`src/rtl/fifo_sync_param_if.sv`:
```
// Handshake/data bundle for fifo_sync_param. The i_/o_ names are as seen
// from the FIFO, so existing driver/monitor code keeps its signal names.
interface fifo_sync_param_if #(
  parameter int DATA_W = 128,
  parameter int DEPTH  = 16
);
  localparam int CW = $clog2(DEPTH) + 1;

  logic              i_wren;
  logic [DATA_W-1:0] i_wrdata;
  logic              i_rden;
  logic              i_clr_err;
  logic [DATA_W-1:0] o_rddata;
  logic              o_rdvalid;
  logic              o_full;
  logic              o_empty;
  logic              o_alm_full;
  logic              o_alm_empty;
  logic [CW-1:0]     o_count;
  logic              o_ovf;
  logic              o_udf;

  // Driver / producer-consumer side
  modport master (
    output i_wren, i_wrdata, i_rden, i_clr_err,
    input  o_rddata, o_rdvalid, o_full, o_empty, o_alm_full, o_alm_empty,
           o_count, o_ovf, o_udf
  );

  // FIFO side
  modport slave (
    input  i_wren, i_wrdata, i_rden, i_clr_err,
    output o_rddata, o_rdvalid, o_full, o_empty, o_alm_full, o_alm_empty,
           o_count, o_ovf, o_udf
  );
endinterface

```
`src/rtl/fifo_sync_param.sv`:
```
// Parametrised single-clock FIFO with occupancy count, almost-full/empty
// thresholds, sticky overflow/underflow flags and a read-valid strobe.
// Optional macro FIFO_FWFT_EN: first-word-fall-through read port (head word
// shown combinationally while not empty). Undefined: 1-cycle registered read.
// rstn is a synchronous reset that is asserted HIGH (legacy port name).
module fifo_sync_param #(
  parameter int DATA_W    = 128,
  parameter int DEPTH     = 16,
  parameter int AF_THRESH = DEPTH - 4,
  parameter int AE_THRESH = 2
) (
  input  logic               clk,
  input  logic               rstn,
  fifo_sync_param_if.slave   bus
);
  localparam int AW = $clog2(DEPTH);
  localparam int CW = AW + 1;

  // Elaboration-time parameter sanity
  if (DEPTH < 4 || (1 << AW) != DEPTH) begin : g_bad_depth
    $fatal(1, "fifo_sync_param: DEPTH must be a power of two >= 4");
  end
  if (AF_THRESH < 1 || AF_THRESH > DEPTH) begin : g_bad_af
    $fatal(1, "fifo_sync_param: AF_THRESH out of range 1..DEPTH");
  end
  if (AE_THRESH < 0 || AE_THRESH > DEPTH - 1) begin : g_bad_ae
    $fatal(1, "fifo_sync_param: AE_THRESH out of range 0..DEPTH-1");
  end

  logic [DATA_W-1:0] mem [DEPTH];
  logic [AW-1:0]     wr_ptr, rd_ptr;
  logic [CW-1:0]     count_q, count_nxt;
  logic              full_q, empty_q, af_q, ae_q;
  logic              ovf_q, udf_q;
  logic              wr_acc, rd_acc;

  // Acceptance uses the registered flags; reset cycle accepts nothing
  assign wr_acc = bus.i_wren && !full_q  && !rstn;
  assign rd_acc = bus.i_rden && !empty_q && !rstn;

  // Next occupancy; simultaneous accepted read+write leaves it unchanged
  always_comb begin
    count_nxt = count_q;
    unique case ({wr_acc, rd_acc})
      2'b10:   count_nxt = count_q + 1'b1;
      2'b01:   count_nxt = count_q - 1'b1;
      default: count_nxt = count_q;
    endcase
  end

  // Storage write; contents are not reset
  always_ff @(posedge clk) begin
    if (wr_acc) mem[wr_ptr] <= bus.i_wrdata;
  end

  // Pointers, occupancy and flags derived from the next count
  always_ff @(posedge clk) begin
    if (rstn) begin
      wr_ptr  <= '0;
      rd_ptr  <= '0;
      count_q <= '0;
      full_q  <= 1'b0;
      empty_q <= 1'b1;
      af_q    <= 1'b0;
      ae_q    <= 1'b1;
    end else begin
      if (wr_acc) wr_ptr <= wr_ptr + 1'b1;
      if (rd_acc) rd_ptr <= rd_ptr + 1'b1;
      count_q <= count_nxt;
      full_q  <= (count_nxt == CW'(DEPTH));
      empty_q <= (count_nxt == '0);
      af_q    <= (count_nxt >= CW'(AF_THRESH));
      ae_q    <= (count_nxt <= CW'(AE_THRESH));
    end
  end

  // Sticky error flags; a new error in the clear cycle wins over the clear
  always_ff @(posedge clk) begin
    if (rstn) begin
      ovf_q <= 1'b0;
      udf_q <= 1'b0;
    end else begin
      if (bus.i_wren && full_q)  ovf_q <= 1'b1;
      else if (bus.i_clr_err)    ovf_q <= 1'b0;
      if (bus.i_rden && empty_q) udf_q <= 1'b1;
      else if (bus.i_clr_err)    udf_q <= 1'b0;
    end
  end

`ifdef FIFO_FWFT_EN
  // Head word falls through; popping advances rd_ptr and exposes the next one
  assign bus.o_rddata  = mem[rd_ptr];
  assign bus.o_rdvalid = !empty_q;
`else
  logic [DATA_W-1:0] rddata_q;
  logic              rdvalid_q;

  // Registered read: data lands one edge after an accepted read, then holds
  always_ff @(posedge clk) begin
    if (rstn) begin
      rddata_q  <= '0;
      rdvalid_q <= 1'b0;
    end else begin
      rdvalid_q <= rd_acc;
      if (rd_acc) rddata_q <= mem[rd_ptr];
    end
  end

  assign bus.o_rddata  = rddata_q;
  assign bus.o_rdvalid = rdvalid_q;
`endif

  assign bus.o_full      = full_q;
  assign bus.o_empty     = empty_q;
  assign bus.o_alm_full  = af_q;
  assign bus.o_alm_empty = ae_q;
  assign bus.o_count     = count_q;
  assign bus.o_ovf       = ovf_q;
  assign bus.o_udf       = udf_q;
endmodule

```
`src/flat_wrapper.sv`:
```
// flat-port wrapper written by rule: the top's interface ports become plain ports
module fifo_sync_param_flat 
#(
  parameter int DATA_W    = 128,
  parameter int DEPTH     = 16,
  parameter int AF_THRESH = DEPTH - 4,
  parameter int AE_THRESH = 2
)
  (clk, rstn, bus_i_wren, bus_i_wrdata, bus_i_rden, bus_i_clr_err, bus_o_rddata, bus_o_rdvalid, bus_o_full, bus_o_empty, bus_o_alm_full, bus_o_alm_empty, bus_o_count, bus_o_ovf, bus_o_udf);
  fifo_sync_param_if #(.DATA_W(DATA_W), .DEPTH(DEPTH)) bus_i ();
  input  logic clk;
  input  logic rstn;
  input wire logic [$bits(bus_i.i_wren)-1:0] bus_i_wren;
  input wire logic [$bits(bus_i.i_wrdata)-1:0] bus_i_wrdata;
  input wire logic [$bits(bus_i.i_rden)-1:0] bus_i_rden;
  input wire logic [$bits(bus_i.i_clr_err)-1:0] bus_i_clr_err;
  output wire logic [$bits(bus_i.o_rddata)-1:0] bus_o_rddata;
  output wire logic [$bits(bus_i.o_rdvalid)-1:0] bus_o_rdvalid;
  output wire logic [$bits(bus_i.o_full)-1:0] bus_o_full;
  output wire logic [$bits(bus_i.o_empty)-1:0] bus_o_empty;
  output wire logic [$bits(bus_i.o_alm_full)-1:0] bus_o_alm_full;
  output wire logic [$bits(bus_i.o_alm_empty)-1:0] bus_o_alm_empty;
  output wire logic [$bits(bus_i.o_count)-1:0] bus_o_count;
  output wire logic [$bits(bus_i.o_ovf)-1:0] bus_o_ovf;
  output wire logic [$bits(bus_i.o_udf)-1:0] bus_o_udf;
  assign bus_i.i_wren = bus_i_wren;
  assign bus_i.i_wrdata = bus_i_wrdata;
  assign bus_i.i_rden = bus_i_rden;
  assign bus_i.i_clr_err = bus_i_clr_err;
  assign bus_o_rddata = bus_i.o_rddata;
  assign bus_o_rdvalid = bus_i.o_rdvalid;
  assign bus_o_full = bus_i.o_full;
  assign bus_o_empty = bus_i.o_empty;
  assign bus_o_alm_full = bus_i.o_alm_full;
  assign bus_o_alm_empty = bus_i.o_alm_empty;
  assign bus_o_count = bus_i.o_count;
  assign bus_o_ovf = bus_i.o_ovf;
  assign bus_o_udf = bus_i.o_udf;
  fifo_sync_param #(.DATA_W(DATA_W), .DEPTH(DEPTH), .AF_THRESH(AF_THRESH), .AE_THRESH(AE_THRESH)) u_core (.clk(clk), .rstn(rstn), .bus(bus_i));
endmodule
```
`config.mk`:
```
export PLATFORM = sky130hd
export DESIGN_NAME = fifo_sync_param_flat
export DESIGN_NICKNAME = d
export VERILOG_FILES = /design/src/rtl/fifo_sync_param_if.sv /design/src/rtl/fifo_sync_param.sv /design/src/flat_wrapper.sv
export SDC_FILE = /design/constraint.sdc
export NUM_CORES = 2
export LEC_CHECK = 0
export BUFFER_PORTS_ARGS = -buffer_cell sky130_fd_sc_hd__buf_2
export CELL_PAD_IN_SITES_DETAIL_PLACEMENT = 0
export CELL_PAD_IN_SITES_GLOBAL_PLACEMENT = 2
export CORE_MARGIN = 2
export CORE_UTILIZATION = 50
export CTS_CLUSTER_DIAMETER = 60
export DETAILED_ROUTE_END_ITERATION = 8
export PLACE_DENSITY = 0.88
export SYNTH_ARGS = -nofsm -noshare
export SYNTH_HDL_FRONTEND = slang
export SYNTH_SLANG_ARGS = --single-unit
```
`constraint.sdc`:
```
create_clock -name clk -period 14.7 [get_ports clk]
set_input_delay 0.735 -clock clk [delete_from_list [all_inputs] [get_ports clk]]
set_output_delay 0.735 -clock clk [all_outputs]
set_load 0.03 [all_outputs]
```
-- After elaboration in Yosys (flattened, before gate mapping)
Memories as Yosys holds them, arrays and structs flattened. A register that Yosys moved wholly into a read port is not among the register bits.
Cells that the tools add are included.
- add/sub/neg operators: 4
- order comparisons: 2
- equality and inequality tests: 3
- mux-type cells: 6
- reductions and logical operators: 12
- operators with widths (operator ; count):
    5-bit one-hot mux with 2 select lines ; 1
    4-bit by 1-bit adder with 4-bit output, second input constant ; 2
    1-bit logical AND ; 6
    5-bit by 1-bit adder with 5-bit output, second input constant ; 1
    5-bit == test, second input constant ; 1
    5-bit by 4-bit greater-or-equal comparator with 1-bit output, second input constant ; 1
    5-bit by 2-bit less-or-equal comparator with 1-bit output, second input constant ; 1
    5-bit zero test ; 1
    1-bit 2-to-1 mux ; 5
    5-bit by 1-bit subtractor with 5-bit output, second input constant ; 1
    2-bit nonzero test ; 2
    1-bit zero test ; 3
    2-bit by 1-bit == test with 1-bit output, second input constant ; 1
    2-bit == test, second input constant ; 1
- register bits after elaboration: 20
- memory bits (writable): 2048
- bits of input ports: 133
- output and inout port bits: 140
- logic and storage cells: 38
- memories kept: 1
- memories (memory ; words ; width ; read ports ; clocked after memory_dff ; wr ports ; RTL line ; source):
    u_core.mem ; 16 ; 128 ; 1 ; 1 ; 1 ; fifo_sync_param.sv:30 ; logic [DATA_W-1:0] mem [DEPTH];

-- Depth between registers and ports, before layout
- depth in word-level cells: 6
- gate-level depth with buffers: 11
- depth with buffers taken out: 10

-- Worst setup path after synthesis
Ideal clock, no wire load.
- path kind: in2reg
- start point: input port bus_i_wren
- end point: memory u_core.mem[1][0] (enable)
- library setup time: 772 ps
- arrival time: 9849 ps
- data required time: 13928 ps
- setup slack: 4079 ps
- cell stages on the path: 4
- buffers on the path: 0
- path through: nand2b_1 -> nor2_1 -> nand2_1 -> nor3_1
- cells in the longest elaborated chain, start to end: 4
- ends and longest elaborated chain (what ; RTL line ; source):
    start, declared ; flat_wrapper.sv:13 ; input wire logic [$bits(bus_i.i_wren)-1:0] bus_i_wren;
    1-bit logical AND (2 in series) ; fifo_sync_param.sv:38 ; assign wr_acc = bus.i_wren && !full_q && !rstn;
    1-bit 2-to-1 mux ; fifo_sync_param.sv:53 ; if (wr_acc) mem[wr_ptr] <= bus.i_wrdata;
    1-bit 2-to-1 mux (not written as such) ; fifo_sync_param.sv:53 ;
    end, declared ; fifo_sync_param.sv:30 ;
Every way passes these cells.

==> impl_metrics.env <==
export IMPL_timing_critical_path_depth=6
export IMPL_clkTransAtPathRegs_ns=0.06
export IMPL_cp_max_fo=135
export IMPL_wirelength_met1_mm=70.62
export IMPL_min_period_over_period_pct=32.98
export IMPL_cts_num_sinks=2196
export IMPL_dr_total_vias=36670
export IMPL_totalWireLength_mm=181.1
export IMPL_floorplan_die_width_um=407.9
export IMPL_synth_ff_type="sky130_fd_sc_hd__edfxtp_1"
export IMPL_grt_max_degree=138
export IMPL_hold_path_cell_cnt=3
export IMPL_ys_async_sr_fraction_pct=0
export IMPL_synth_area_um2=81550
export IMPL_met3_wirelength_mm=14.83
export IMPL_cp_data_required_time_ns=15.42
export IMPL_root_buffer="sky130_fd_sc_hd__clkbuf_16"
export IMPL_synth_yosys_warnings=0
export IMPL_floorplan_die_height_um=407.9
export IMPL_cp_start_kind="register"
export IMPL_cts_htree_levels=4
export IMPL_wire_length_of_the_first_global_routing_pass_mm=263.9
export IMPL_cts_resized_gates=0
export IMPL_die_area_um2=166300
export IMPL_cp_cell_sequence="buf_4, buf_12, buf_4, mux4_2, mux4_2, a22o_1"
export IMPL_first_iteration_detailed_routing_drc_count=4187
export IMPL_cp_buffers_inverters=3
export IMPL_timing_reg2reg_setup_slack_ns=9.85
export IMPL_drive_above_1_share_pct=34.81
export IMPL_timing_critical_path_slowest_stage_cell="sky130_fd_sc_hd__buf_4"
export IMPL_tritoncts_clock_tree="done"
export IMPL_synthTopCellsByArea="sky130_fd_sc_hd__edfxtp_1, sky130_fd_sc_hd__mux4_2, sky130_fd_sc_hd__dfxtp_1"
export IMPL_r2r_startpoint="u_core.rd_ptr[1]"
export IMPL_final_max_slew_violation_count=0
export IMPL_number_of_vias_per_cell_after_detailed_routing=6.104
export IMPL_synth_enable_flop_cells=2048
export IMPL_worst_slew_pin_transition_ns=1.241
export IMPL_synthDistinctLibCells=43
export IMPL_grt_overflow=0
export IMPL_reg2reg_depth=6
export IMPL_post_place_ws_ns=9.798
export IMPL_postSynthRegisterBits=2196
export IMPL_drc=0
export IMPL_setup_worst_path_end="u_core.bus.o_rddata[57]"
export IMPL_starting_density_of_the_core_pct=50.21
export IMPL_cts_hold_buffers=0
export IMPL_postCtsSetupRepairBufs=0
export IMPL_clock_latency_ns=0.84
export IMPL_drt_pass1_iterations=7
export IMPL_synthCells=3253
export IMPL_outcome="finished, final reports clean"
export IMPL_topRoutingLayerUsed="met5"
export IMPL_cap_viol_max_count=0
export IMPL_hold_start="bus_i_wren"
export IMPL_first_global_vias=37620
export IMPL_setup_worst_path_start="u_core.rd_ptr[1]"
export IMPL_final_hold_violation_count=0
export IMPL_post_synth_cell_area_avg_um2=25.07
export IMPL_route_antenna_remaining_nets=0
export IMPL_port_buffers=272
export IMPL_ios=273
export IMPL_synth_top_area_share_pct=75.42
export IMPL_ys_seq_area_share_pct=79.05
export IMPL_gpl_congestion=0.7326
export IMPL_design_core_area_um2=162400
export IMPL_track_usage_pct=21.87
export IMPL_post_synth_top_area_cell="sky130_fd_sc_hd__edfxtp_1"
export IMPL_worst_path_arrival_time_ns=5.57
export IMPL_dp_final_hpwl_mm=89.44
export IMPL_critPathTopFamily="buffers and inverters"
export IMPL_worstSetupEndpointType="register"
export IMPL_clock_skew_final_ns=0.04998
export IMPL_clock_tree_buffer_depth=3
export IMPL_worst_voltage_drop_across_the_vdd_grid_mv=0.1155
export IMPL_synthToLayoutAreaGrowth_pct=13.65
export IMPL_synth_nets=3393
export IMPL_route_met2_wl_mm=91.43
export IMPL_final_fill_count=11350
export IMPL_timing_fmax_mhz=206.3
export IMPL_slew_headroom_pct=17.29
export IMPL_power_leakage_nw=28.73
export IMPL_rr_endpoint="u_core.bus.o_rddata[57]"
export IMPL_cts_made_buffers=210
export IMPL_hp_class="input pin to register"
export IMPL_grt_antenna_before_repair=45
export IMPL_power_density_nw_per_um2=141.5
export IMPL_setup_viol=0
export IMPL_post_route_worst_setup_slack_ns=9.852
export IMPL_tns_ns=0
export IMPL_wl_per_cell_um=30.14
export IMPL_grt_setup_unrepaired="no"
export IMPL_cpPeakStageDelay_ns=0.97
export IMPL_type_of_the_worst_setup_path="register to register"
export IMPL_nNetsFinal=3769
export IMPL_floorplan_rows=148
export IMPL_post_layout_minimum_cycle_time_ns=4.848
[how the worst min path moves through the flow]
stage	to
2_1_floorplan	u_core.wr_ptr[1]
3_3_place_gp	u_core.bus.o_rddata[47]
3_5_place_dp	u_core.bus.o_rddata[64]
4_1_cts	u_core.bus.o_udf
5_1_grt	u_core.bus.o_udf
6_report	u_core.bus.o_ovf
[sequential cells by signal (all words and copies together), names as in the netlist]
register / flops
u_core.mem: 2048
u_core.wr_ptr: 4
u_core.bus.o_count: 5
u_core.bus.o_rddata: 128
u_core.bus.o_rdvalid: 1
u_core.rd_ptr: 4
u_core.bus.o_udf: 1
u_core.bus.o_ovf: 1
u_core.bus.o_alm_full: 1
u_core.bus.o_alm_empty: 1
u_core.bus.o_empty: 1
u_core.bus.o_full: 1
[worst min-delay path, cell delays in order]
cell                      delay, ns
sky130_fd_sc_hd__buf_2         0.10
sky130_fd_sc_hd__a22oi_1       0.08
sky130_fd_sc_hd__nor2_1        0.08
[cell usage in the layout, fill, tap and decap left out, drive strengths merged, types with 5 or more instances in the layout]
| cell | count |
|---|---|
| a21oi | 5 |
| a22o | 128 |
| buf | 341 |
| bufinv | 20 |
| clkbuf | 288 |
| clkinv | 70 |
| clkinvlp | 14 |
| dfxtp | 148 |
| diode | 14 |
| edfxtp | 2048 |
| ha | 7 |
| inv | 17 |
| mux4 | 640 |
| nand2 | 11 |
| nand2b | 6 |
| nor2 | 29 |
| nor3 | 5 |
| xor2 | 5 |
[stage by stage]
stage | total power [mW] | utilization [%] | instance area, um^2 | instances | hold slack [ns]
6_report | 13.11 | 57.07 | 92680 | 6007 | 0.1825
5_1_grt | 13.51 | 57.05 | 92660 | 5999 | 0.1697
4_1_cts | 13.22 | 57.04 | 92640 | 5993 | 0.1167
3_5_place_dp | 7.806 | 52.66 | 85530 | 5592 | 0.4602
3_3_place_gp | 7.791 | 52.66 | 85530 | 5592 | 0.4562
2_1_floorplan | 7.584 | - | 81550 | 3253 | 0.4817
[report_power, final]
| part | internal [mW] | switching [mW] | total [mW] | leakage (nW) |
|---|---|---|---|---|
| clock | 3.15 | 2.31 | 5.45 | 3.44 |
| combinational | 0.328 | 0.392 | 0.720 | 5.63 |
| sequential | 6.90 | 0.0427 | 6.94 | 19.7 |
| total | 10.4 | 2.74 | 13.1 | 28.7 |
[cell usage after synthesis (3+ instances only)]
library cell               number
sky130_fd_sc_hd__mux4_2       640
sky130_fd_sc_hd__ha_1           7
sky130_fd_sc_hd__nor3_1         5
sky130_fd_sc_hd__nor2_1        29
sky130_fd_sc_hd__inv_1          7
sky130_fd_sc_hd__buf_1         31
sky130_fd_sc_hd__a22o_1       128
sky130_fd_sc_hd__xor2_1         5
sky130_fd_sc_hd__edfxtp_1    2048
sky130_fd_sc_hd__dfxtp_1      148
sky130_fd_sc_hd__nand2b_1       6
sky130_fd_sc_hd__o22ai_1        3
sky130_fd_sc_hd__a21oi_1        5
sky130_fd_sc_hd__buf_2         25
sky130_fd_sc_hd__nand4_1        3
sky130_fd_sc_hd__xnor2_1        3
sky130_fd_sc_hd__buf_6          9
sky130_fd_sc_hd__nand2_1       11
sky130_fd_sc_hd__buf_4         25
sky130_fd_sc_hd__clkbuf_1      87
[final cells by class]
cell class | instances | area, um^2 | area share [%]
Inverter | 8 | 35.03 | 0.03780
Sequential cell | 2196 | 64480 | 69.57
Clock inverter | 113 | 1290 | 1.392
Tap cell | 2175 | 2721 | 2.936
Clock buffer | 288 | 5822 | 6.282
Multi-Input combinational cell | 872 | 16320 | 17.61
Antenna cell | 14 | 35.03 | 0.03780
Timing Repair Buffer | 341 | 1979 | 2.136
[per-layer routing]
metal | up-vias | GRT usage [%]
li1 | 14950 | -
met1 | 19800 | 29.55
met2 | 1574 | 36.23
met3 | 308 | 4.893
met4 | 36 | 6.015
met5 | - | 0
[cell families after synthesis]
group | share of synthesized area, %
buf+inv | 1.088
xor+xnor | 0.08593
simple gates | 0.4312
compound gates | 1.539
flops | 79.05
fa+ha+maj | 0.1074
mux | 17.70
No activity file was read; power rests on OpenSTA's default activity.
